$ cat src/rtl/lsu_pkg.sv
// Shared types and helpers for the load/store unit: access sizes, FSM states,
// the request bundle and the lane-mask / load-extension functions.
package lsu_pkg;

    typedef enum logic [1:0] {
        LSU_B = 2'd0,
        LSU_H = 2'd1,
        LSU_W = 2'd2,
        LSU_D = 2'd3
    } lsu_size_e;

    typedef enum logic [1:0] {
        ST_IDLE = 2'd0,
        ST_REQ  = 2'd1,
        ST_RSP  = 2'd2
    } lsu_state_e;

    // Fields sized for the widest legal bus; narrower buses use the low bits.
    typedef struct packed {
        logic       we;
        lsu_size_e  size;
        logic       is_unsigned;
        logic [63:0] addr;
        logic [63:0] wdata;
    } lsu_req_t;

    function automatic logic [7:0] lsu_mask(input lsu_size_e size, input logic [2:0] off);
        case (size)
            LSU_B:   return 8'h01 << off;
            LSU_H:   return 8'h03 << off;
            LSU_W:   return 8'h0F << off;
            default: return 8'hFF;
        endcase
    endfunction

    function automatic logic [63:0] lsu_extend(input logic [63:0] data, input lsu_size_e size,
                                               input logic is_unsigned);
        logic signed [63:0] sx;
        logic        [63:0] zx;
        case (size)
            LSU_B: begin
                sx = 64'($signed(data[7:0]));
                zx = 64'(data[7:0]);
            end
            LSU_H: begin
                sx = 64'($signed(data[15:0]));
                zx = 64'(data[15:0]);
            end
            LSU_W: begin
                sx = 64'($signed(data[31:0]));
                zx = 64'(data[31:0]);
            end
            default: begin
                sx = $signed(data);
                zx = data;
            end
        endcase
        return is_unsigned ? zx : sx;
    endfunction

endpackage

$ cat src/rtl/lsu_align.sv
// Byte-lane steering: write mask and data replication onto bus lanes, and
// load-data extraction with sign/zero extension from a full bus word.
module lsu_align
    import lsu_pkg::*;
#(
    parameter int DATA_WIDTH = 32
) (
    input  logic                               wr_size_unused_guard,
    input  lsu_size_e                          wr_size,
    input  logic [$clog2(DATA_WIDTH/8)-1:0]    wr_off,
    input  logic [DATA_WIDTH-1:0]              wr_data,
    output logic [DATA_WIDTH/8-1:0]            wr_mask,
    output logic [DATA_WIDTH-1:0]              wr_bus_data,
    input  lsu_size_e                          rd_size,
    input  logic [$clog2(DATA_WIDTH/8)-1:0]    rd_off,
    input  logic                               rd_unsigned,
    input  logic [DATA_WIDTH-1:0]              rd_bus_data,
    output logic [DATA_WIDTH-1:0]              rd_data
);

    localparam int MASK_W = DATA_WIDTH / 8;

    logic [DATA_WIDTH-1:0] rd_shifted;

    assign wr_mask = MASK_W'(lsu_mask(wr_size, 3'(wr_off)) & {8{~wr_size_unused_guard}});

    // Each lane carries the byte of the access that would land on it at any offset.
    always_comb begin
        wr_bus_data = '0;
        for (int i = 0; i < MASK_W; i++) begin
            case (wr_size)
                LSU_B:   wr_bus_data[8*i +: 8] = wr_data[7:0];
                LSU_H:   wr_bus_data[8*i +: 8] = wr_data[8*(i%2) +: 8];
                LSU_W:   wr_bus_data[8*i +: 8] = wr_data[8*(i%4) +: 8];
                default: wr_bus_data[8*i +: 8] = wr_data[8*i +: 8];
            endcase
        end
    end

    assign rd_shifted = rd_bus_data >> {rd_off, 3'b000};
    assign rd_data    = DATA_WIDTH'(lsu_extend(64'(rd_shifted), rd_size, rd_unsigned));

endmodule

$ cat src/rtl/lsu_bus_if.sv
// Load/store unit bridging the MEM stage to a req/gnt + rvalid data bus:
// alignment check, lane steering, pipeline stall, timeout abort, stall counter.
module lsu_bus_if
    import lsu_pkg::*;
#(
    parameter int DATA_WIDTH     = 32,
    parameter int TIMEOUT_CYCLES = 64,
    parameter int STALL_CNT_W    = 32
) (
    input  logic                     clk,
    input  logic                     arst_n,
    input  logic                     req_valid,
    input  logic                     req_we,
    input  logic [1:0]               req_size,
    input  logic                     req_unsigned,
    input  logic [DATA_WIDTH-1:0]    req_addr,
    input  logic [DATA_WIDTH-1:0]    req_wdata,
    output logic                     stall,
    output logic                     rsp_valid,
    output logic [DATA_WIDTH-1:0]    rsp_rdata,
    output logic                     misaligned,
    output logic                     bus_err,
    output logic                     bus_req,
    output logic                     bus_we,
    output logic [DATA_WIDTH-1:0]    bus_addr,
    output logic [DATA_WIDTH-1:0]    bus_wdata,
    output logic [DATA_WIDTH/8-1:0]  bus_mask,
    input  logic                     bus_gnt,
    input  logic                     bus_rvalid,
    input  logic [DATA_WIDTH-1:0]    bus_rdata,
    output logic [STALL_CNT_W-1:0]   stall_cnt
);

    localparam int OFF_W  = $clog2(DATA_WIDTH / 8);
    localparam int MASK_W = DATA_WIDTH / 8;
    localparam int TMO_W  = (TIMEOUT_CYCLES > 1) ? $clog2(TIMEOUT_CYCLES) : 1;

    function automatic logic [STALL_CNT_W-1:0] sat_inc(input logic [STALL_CNT_W-1:0] v);
        return (&v) ? v : v + STALL_CNT_W'(1);
    endfunction

    lsu_state_e              state, state_d;
    lsu_req_t                req_p1;
    logic [OFF_W-1:0]        off_p1;
    logic [MASK_W-1:0]       mask_p1;
    logic [TMO_W-1:0]        tmo_cnt;

    lsu_size_e               size_in;
    logic [OFF_W-1:0]        req_off;
    logic                    mis;
    logic                    accept;
    logic                    tmo_hit;
    logic                    in_req;
    logic [MASK_W-1:0]       req_mask;
    logic [DATA_WIDTH-1:0]   req_wdata_rep;
    logic [DATA_WIDTH-1:0]   rd_ext;

    assign size_in = lsu_size_e'(req_size);
    assign req_off = req_addr[OFF_W-1:0];

    always_comb begin
        case (size_in)
            LSU_H:   mis = req_off[0];
            LSU_W:   mis = (req_off[1:0] != 2'b00);
            LSU_D:   mis = (DATA_WIDTH == 32) || (req_off != '0);
            default: mis = 1'b0;
        endcase
    end

    lsu_align #(.DATA_WIDTH(DATA_WIDTH)) u_align (
        .wr_size_unused_guard (1'b0),
        .wr_size              (size_in),
        .wr_off               (req_off),
        .wr_data              (req_wdata),
        .wr_mask              (req_mask),
        .wr_bus_data          (req_wdata_rep),
        .rd_size              (req_p1.size),
        .rd_off               (off_p1),
        .rd_unsigned          (req_p1.is_unsigned),
        .rd_bus_data          (bus_rdata),
        .rd_data              (rd_ext)
    );

    assign tmo_hit = (TIMEOUT_CYCLES != 0) && (tmo_cnt == TMO_W'(TIMEOUT_CYCLES - 1));

    // Outputs are held quiet while reset is asserted so nothing leaks out before the clearing edge.
    always_comb begin
        state_d    = state;
        stall      = 1'b0;
        rsp_valid  = 1'b0;
        misaligned = 1'b0;
        bus_err    = 1'b0;
        accept     = 1'b0;
        if (arst_n) begin
            case (state)
                ST_IDLE: begin
                    if (req_valid && mis) begin
                        misaligned = 1'b1;
                    end else if (req_valid) begin
                        accept  = 1'b1;
                        stall   = 1'b1;
                        state_d = ST_REQ;
                    end
                end
                ST_REQ: begin
                    if (bus_gnt && req_p1.we) begin
                        rsp_valid = 1'b1;
                        state_d   = ST_IDLE;
                    end else if (tmo_hit) begin
                        bus_err = 1'b1;
                        state_d = ST_IDLE;
                    end else begin
                        stall = 1'b1;
                        if (bus_gnt) state_d = ST_RSP;
                    end
                end
                ST_RSP: begin
                    if (bus_rvalid) begin
                        rsp_valid = 1'b1;
                        state_d   = ST_IDLE;
                    end else if (tmo_hit) begin
                        bus_err = 1'b1;
                        state_d = ST_IDLE;
                    end else begin
                        stall = 1'b1;
                    end
                end
                default: state_d = ST_IDLE;
            endcase
        end
    end

    // Stage p1: request fields captured on acceptance and held for the bus phases.
    always_ff @(posedge clk) begin
        if (!arst_n) begin
            state     <= ST_IDLE;
            req_p1    <= '0;
            off_p1    <= '0;
            mask_p1   <= '0;
            tmo_cnt   <= '0;
            stall_cnt <= '0;
        end else begin
            state <= state_d;
            if (accept) begin
                req_p1  <= '{we: req_we, size: size_in, is_unsigned: req_unsigned,
                             addr: 64'({req_addr[DATA_WIDTH-1:OFF_W], {OFF_W{1'b0}}}),
                             wdata: 64'(req_wdata_rep)};
                off_p1  <= req_off;
                mask_p1 <= req_mask;
                tmo_cnt <= '0;
            end else if (state != ST_IDLE) begin
                tmo_cnt <= tmo_cnt + TMO_W'(1);
            end
            if (stall) stall_cnt <= sat_inc(stall_cnt);
        end
    end

    assign in_req    = (state == ST_REQ);
    assign bus_req   = in_req;
    assign bus_we    = in_req & req_p1.we;
    assign bus_addr  = in_req ? DATA_WIDTH'(req_p1.addr) : '0;
    assign bus_wdata = in_req ? DATA_WIDTH'(req_p1.wdata) : '0;
    assign bus_mask  = in_req ? mask_p1 : '0;
    assign rsp_rdata = (rsp_valid && !req_p1.we) ? rd_ext : '0;

endmodule
$ cat config.mk
export PLATFORM = sky130hd
export DESIGN_NAME = lsu_bus_if
export DESIGN_NICKNAME = d
export VERILOG_FILES = /design/src/rtl/lsu_pkg.sv /design/src/rtl/lsu_align.sv /design/src/rtl/lsu_bus_if.sv
export SDC_FILE = /design/constraint.sdc
export NUM_CORES = 1
export LEC_CHECK = 0
export CAP_MARGIN = 20
export CORE_MARGIN = 5
export CORE_UTILIZATION = 45
export CTS_BUF_LIST = sky130_fd_sc_hd__clkbuf_4
export CTS_CLUSTER_DIAMETER = 120
export DETAILED_ROUTE_END_ITERATION = 6
export PLACE_DENSITY = 0.83
export SLEW_MARGIN = 20
export SYNTH_ARGS = -nofsm -noshare
export SYNTH_HDL_FRONTEND = slang
export SYNTH_SLANG_ARGS = --single-unit
$ cat constraint.sdc
create_clock -name clk -period 2.5 [get_ports clk]
set_clock_uncertainty 0.05 [all_clocks]
set_input_delay 0.5 -clock clk [delete_from_list [all_inputs] [get_ports clk]]
set_output_delay 0.5 -clock clk [all_outputs]
set_load 0.02 [all_outputs]
==> metrics, run 1 <==
RSZ-0062 raised after global routing=true; Worst setup SP type=flip-flop; fraction of layout cells with a size suffix above 1=23.2%; final worst-path setup slack=-401 ps; Gate power share=30.4%; net switching power figure=0.00135 W; H-tree level count=3; failing checks=negative setup slack; num rows=42; post-synth top area share=37.2%; sequential share of power=47.0%; Clk Latency, worst-skew pair=500 ps; Routed Antenna Nets=0; clk sink count=112; Initial Utilization=45.7%; antenna cells=0; Clock Pin Slew Worst Setup and Hold Paths=180 ps; core region area=13,200 µm²; Final Wtd Congestion=0.884; mux contribution to synthesized area=7.65%; Routed Wire Length=22.1 mm; Synth Area in XOR/XNOR=0.581%; Crit Path Max Fanout=8; Post-synth EDFFs=0; Leak=3.81 nW; DR vias/cell=5.54; Synth Area in Compound Gates=22.8%; Synth Area in Simple Gates=24.4%; period utilization=116%; vias=6,559; PwrDens=430 nW/µm²; Synth Area in Adders=2.28%; max cap viols=0; post-layout util=74.0%; CTS Buf Count=9; critical path class=flip-flop to output port; Iter 0 DRT Violations=505; status=complete, but fails checks; die height=126 µm; nets=1,119; WP data arrival=2350 ps; Int Power=0.00285 W; register bit total from synthesis=112; first-pass GRT wire length=33.2 mm; drt first pass iters=5; largest family of logic cells by synthesized area=simple AND/OR/NAND/NOR gates; maximum clock frequency=345 MHz; Detail Placement HPWL=15.2 mm; sequential element share of the synthesized area=37.2%; CP Capture Type=output port; Synth-to-Final Area Change=61.8%; VDD IR-drop max=0.287 mV; total grt overflow=0; Mean Syn Cell Area=8.34 µm²; Cells after Synth=723; antenna violations before repair=0; clock power share=22.6%; Final Hold Fails=0; All-Layer GR Usage=25.7%; Port Buffers=240; Net Sw Frac=32.1%; Clock Tree Root=clkbuf_4; I/O pin count=243; Synth warnings=0; CTS tree=done; synth top area cells=dfxtp_1, a22o_1, and2_1, mux2i_1, nand2_1; CP required=1950 ps; Min Clock Period, post-route=2900 ps; count of cell types in the netlist=54; synthesized area=6030 µm²; dominant cell type by area after synthesis=dfxtp_1; # DRC=0; Cells after DPL=1,160; die footprint=15,800 µm²; Async SR Flop Fraction=0%; vias in the first global route=6,191; Longest Clk Path Bufs=2; WL/cell=18.7 µm; Worst Hold Slack=404 ps; main flop type after synthesis=dfxtp_1; Die X=126 µm; HP Class=flip-flop to flip-flop; Slew Limit Fails=0; Finished Layout Cells=1,184; final-report setup violation count=34; largest net degree at the start of global routing=39
-- placed cells by master (no fill, tap or decap), types with 8 or more instances in the layout --
| cell type | count |
|---|---|
| a21oi_1 | 29 |
| clkdlybuf4s15_2 | 19 |
| and2_1 | 67 |
| clkbuf_4 | 9 |
| buf_4 | 77 |
| nor2_1 | 25 |
| nand2b_1 | 11 |
| dfxtp_1 | 108 |
| clkdlybuf4s15_1 | 17 |
| a21oi_4 | 10 |
| nand2_1 | 83 |
| o21ai_0 | 44 |
| buf_6 | 32 |
| dlygate4sd2_1 | 35 |
| a21oi_2 | 14 |
| a22o_1 | 50 |
| mux2i_1 | 35 |
| inv_1 | 9 |
| mux2_2 | 8 |
| nor2b_1 | 15 |
| a211oi_1 | 10 |
| or4_1 | 10 |
| nand3_1 | 17 |
| o31ai_1 | 12 |
| clkdlybuf4s50_1 | 133 |
| nor3_1 | 9 |
-- sequential cells by signal (all words and copies together) (netlist names) --
name,cells
mask_p1,4
off_p1,2
req_p1,66
stall_cnt,32
state,2
tmo_cnt,6
-- timing repair --
| action | 4_1_cts | 5_1_grt |
|---|---|---|
| hold buffers | 0 | 0 |
| endpoints found under the setup margin | 109 | 90 |
| gates resized for setup | 363 | 47 |
| gates cloned | 4 | 1 |
| pin swaps | 5 | 6 |
| setup buffers | 3 | 1 |
-- power groups by stage --
| stage | Combinational, W | Sequential [W] | Clock (W) |
|---|---|---|---|
| 4_1_cts | 0.00120 | 0.00197 | 0.000982 |
| 3_3_place_gp | 0.00111 | 0.00200 | 0 |
| 2_1_floorplan | 0.000565 | 0.00200 | 0 |
| 3_5_place_dp | 0.00113 | 0.00201 | 0 |
| 6_report | 0.00128 | 0.00197 | 0.000948 |
| 5_1_grt | 0.00136 | 0.00199 | 0.00105 |
-- final timing paths --
| path | start | end | slack [ps] | cells past startpoint |
|---|---|---|---|---|
| max reg2reg | state[0]$_SDFFE_PN0P_ | stall_cnt[29]$_SDFFE_PN0P_ | 160 | 10 |
| max | state[0]$_SDFFE_PN0P_ | rsp_rdata[26] | -400 | 8 |
| min | mask_p1[3]$_SDFFE_PN0P_ | mask_p1[3]$_SDFFE_PN0P_ | 400 | 2 |
| min reg2reg | mask_p1[3]$_SDFFE_PN0P_ | mask_p1[3]$_SDFFE_PN0P_ | 400 | 2 |
-- Yosys cell counts (12+ instances only) --
library cell	n
dfxtp_1	112
nand2_1	84
and2_1	69
a21oi_1	53
a22o_1	50
o21ai_0	44
mux2i_1	36
clkbuf_1	31
nor2_1	28
a211oi_1	17
nand3_1	17
nor2b_1	16
inv_1	13
o31ai_1	12
-- cell type report --
| type | count | area [µm²] |
|---|---|---|
| clock buffers | 9 | 67.6 |
| inverters | 13 | 53.8 |
| well taps | 176 | 220 |
| repair buffers | 326 | 3230 |
| flip-flops and latches | 112 | 2250 |
| clock inverters | 7 | 78.8 |
| multi-input cells | 541 | 3860 |
| fillers | 968 | 3430 |
-- routing by layer --
| layer | share of wire [%] | up-vias | GRT usage, % |
|---|---|---|---|
| li1 | - | 3160 | - |
| met1 | 40 | 3087 | 31.0 |
| met2 | 50 | 251 | 44.4 |
| met3 | 6.4 | 61 | 5.80 |
| met4 | 3.5 | 0 | 10.2 |
| met5 | 0 | - | 0 |
-- critical path, stage by stage, from the launching register on --
cell	delay (ps)
dfxtp_4	420
inv_4	50
ha_4	260
nand2_4	40
or3_4	440
buf_12	160
buf_16	140
a21oi_2	170
buf_6	150
-- kinds of logic after synthesis --
kind of cell             Yosys count
other                              1
adder cells (fa/ha/maj)           11
flip-flops                       112
buffers and inverters             71
AND/OR/NAND/NOR                  275
AO/OA/AOI/OAI                    204
XOR/XNOR                           4
multiplexers                      45
-- metrics by stage --
| stage | worst slack (ps) | total power, W | setup TNS, ps | cell area [µm²] |
|---|---|---|---|---|
| 5_1_grt | -463 | 0.00440 | -11930 | 9760 |
| 3_3_place_gp | -688 | 0.00311 | -42650 | 9180 |
| 2_1_floorplan | 51.3 | 0.00256 | 0 | 6140 |
| 3_5_place_dp | -777 | 0.00313 | -47190 | 9180 |
| 6_report | -401 | 0.00420 | -9380 | 9760 |
| 4_1_cts | -337 | 0.00415 | -10170 | 9570 |
(Power assumes the default switching activity.)
==> run 2: changes to the inputs <==
--- a/config.mk
+++ b/config.mk
@@ -7,11 +7,11 @@
 export LEC_CHECK = 0
 export CAP_MARGIN = 20
 export CORE_MARGIN = 5
-export CORE_UTILIZATION = 45
+export CORE_UTILIZATION = 25
 export CTS_BUF_LIST = sky130_fd_sc_hd__clkbuf_4
 export CTS_CLUSTER_DIAMETER = 120
 export DETAILED_ROUTE_END_ITERATION = 6
-export PLACE_DENSITY = 0.83
+export PLACE_DENSITY = 0.51
 export SLEW_MARGIN = 20
 export SYNTH_ARGS = -nofsm -noshare
 export SYNTH_HDL_FRONTEND = slang
==> metrics, run 2 (synthesized netlist as in run 1, its figures left out) <==
WL/cell=17.5 µm (-6.5%); Synth-to-Final Area Change=60.7%; WP data arrival=2250 ps (-100 ps); I/O pin count=243 (unchanged); total power=0.00418 W (-0.43%); Worst setup SP type=flip-flop; Port Buffers=240 (unchanged); PwrDens=431 nW/µm² (+0.22%); Final Wtd Congestion=0.825 (-6.8%); Clk Latency, worst-skew pair=490 ps (about the same); # DRC=0 (unchanged); CP required=1950 ps (about the same); Detail Placement HPWL=17.0 mm (+12%); total grt overflow=0 (unchanged); Routed Wire Length=23.3 mm (+5.1%); nets=1,121 (+0.18%); antenna violations before repair=2 (+2); Cells after DPL=1,307 (+13%); drt first pass iters=4 (-1); maximum clock frequency=358 MHz (+3.8%); Die X=165 µm (+31%); Clock Pin Slew Worst Setup and Hold Paths=180 ps (about the same); failing checks=negative setup slack; Min Clock Period, post-route=2800 ps (-105 ps); vias in the first global route=5,968 (-3.6%); H-tree level count=3 (unchanged); first-pass GRT wire length=34.6 mm (+4.1%); CP Capture Type=output port; fraction of layout cells with a size suffix above 1=28.5% (+5.3 points); max cap viols=0 (unchanged); commonest non-fill, non-tap cell in the layout=clkdlybuf4s50_1; Final Hold Fails=0 (unchanged); Initial Utilization=25.6% (-20 points); Post-Place Worst Slack=-732 ps (+44.8 ps); R2R depth=6 (-4); HP Class=flip-flop to flip-flop; max reg flops=66 (unchanged); most frequent cells in the layout=clkdlybuf4s50_1, dfxtp_1, buf_4; status=complete, but fails checks; Slew Limit Fails=0 (unchanged); Routed Antenna Nets=0 (unchanged); vias=6,198 (-5.5%); Crit Path Max Fanout=8 (unchanged); Finished Layout Cells=1,331 (+12%); Reg with most FFs=req_p1; Longest Clk Path Bufs=2 (unchanged); Clock Tree Root=clkbuf_4; final-report setup violation count=32 (-5.9%); critical path class=flip-flop to output port; Leak=3.76 nW (-1.4%); die height=165 µm (+31%); die footprint=27,300 µm² (+73%); All-Layer GR Usage=16.1% (-9.6 points); Hold Crit Depth=2 (unchanged); core region area=23,600 µm² (+79%); largest net degree at the start of global routing=39 (unchanged); Iter 0 DRT Violations=296 (-41%); CTS Buf Count=9 (unchanged); CTS tree=done; period utilization=112% (-4.2 points); num rows=56 (+33%); final worst-path setup slack=-296 ps (+105 ps); Filler Cell Count=2,424 (+150%); clk sink count=112 (unchanged); RSZ-0062 raised after global routing=true; Top Registers=req_p1 (66), stall_cnt (32), tmo_cnt (6); DR vias/cell=4.66 (-16%); VDD IR-drop max=0.171 mV (-41%)
run 2: cell types whose count changed in the layout (fill, tap and decap cells not counted), sizes merged, moves of 2 or more:
| cell | delta |
|---|---|
| inv | +3 |
| clkbuf | +33 |
| clkinvlp | -2 |
| dlygate4sd2 | -31 |
| diode | +2 |
| buf | +31 |
| clkdlybuf4s15 | -31 |
run 2: report_power, final:
part,switching (W),leakage (nW),internal (W),total [W]
combinational,0.000646,2.77,0.000641,0.00129
clock,0.000680,0.0758,0.000243,0.000923
sequential,0.0000630,0.914,0.00191,0.00197
run 2: final timing paths:
path                                           startpoint                         end  slack, ps
worst max-delay path                state[0]$_SDFFE_PN0P_                rsp_rdata[8]       -300
worst min register to register    mask_p1[0]$_SDFFE_PN0P_     mask_p1[0]$_SDFFE_PN0P_        390
worst min-delay path              mask_p1[0]$_SDFFE_PN0P_     mask_p1[0]$_SDFFE_PN0P_        390
worst max register to register  stall_cnt[0]$_SDFFE_PN0P_  stall_cnt[29]$_SDFFE_PN0P_        200
run 2: critical path, stage by stage (launching register included):
cell	delay [ps]
dfxtp_4	420
inv_4	40
ha_4	250
nand2_2	50
or3_4	430
buf_12	160
buf_16	150
a21oi_2	110
buf_4	150
run 2: cell type report:
class | instances | area, µm² | area share (%)
diodes | 2 | 5.00 | 0.0516
clock buffers | 10 | 75.1 | 0.774
clock inverters | 6 | 57.6 | 0.593
inverters | 13 | 53.8 | 0.555
multi-input cells | 541 | 3870 | 39.9
flip-flops and latches | 112 | 2250 | 23.2
well taps | 319 | 399 | 4.12
repair buffers | 328 | 2990 | 30.8
run 2: routing by layer:
layer	wire length [µm]	part of all wire [%]	global-route usage (%)
met1	10400	45	21.1
met2	11300	48	27.3
met3	1290	5.5	3.33
met4	303	1.3	3.79
met5	0	0	0
run 2: timing repair:
item	4_1_cts	5_1_grt
setup endpoints to repair	111	102
gates resized for setup	384	114
buffers inserted	2	0
hold endpoints to repair	0	0
pin swaps	3	8
hold buffers	0	0
gates cloned	3	1
run 2: through the flow:
step / setup TNS [ps] / cell area [µm²] / hold slack [ps] / utilization [%]
floorplan: 0 / 6140 / 357 / -
global placement: -48330 / 9390 / 368 / 39.8
detailed placement: -51870 / 9390 / 374 / 39.8
CTS: -10070 / 9600 / 401 / 40.6
global route: -12190 / 9700 / 438 / 41.1
finish: -8120 / 9700 / 394 / 41.1
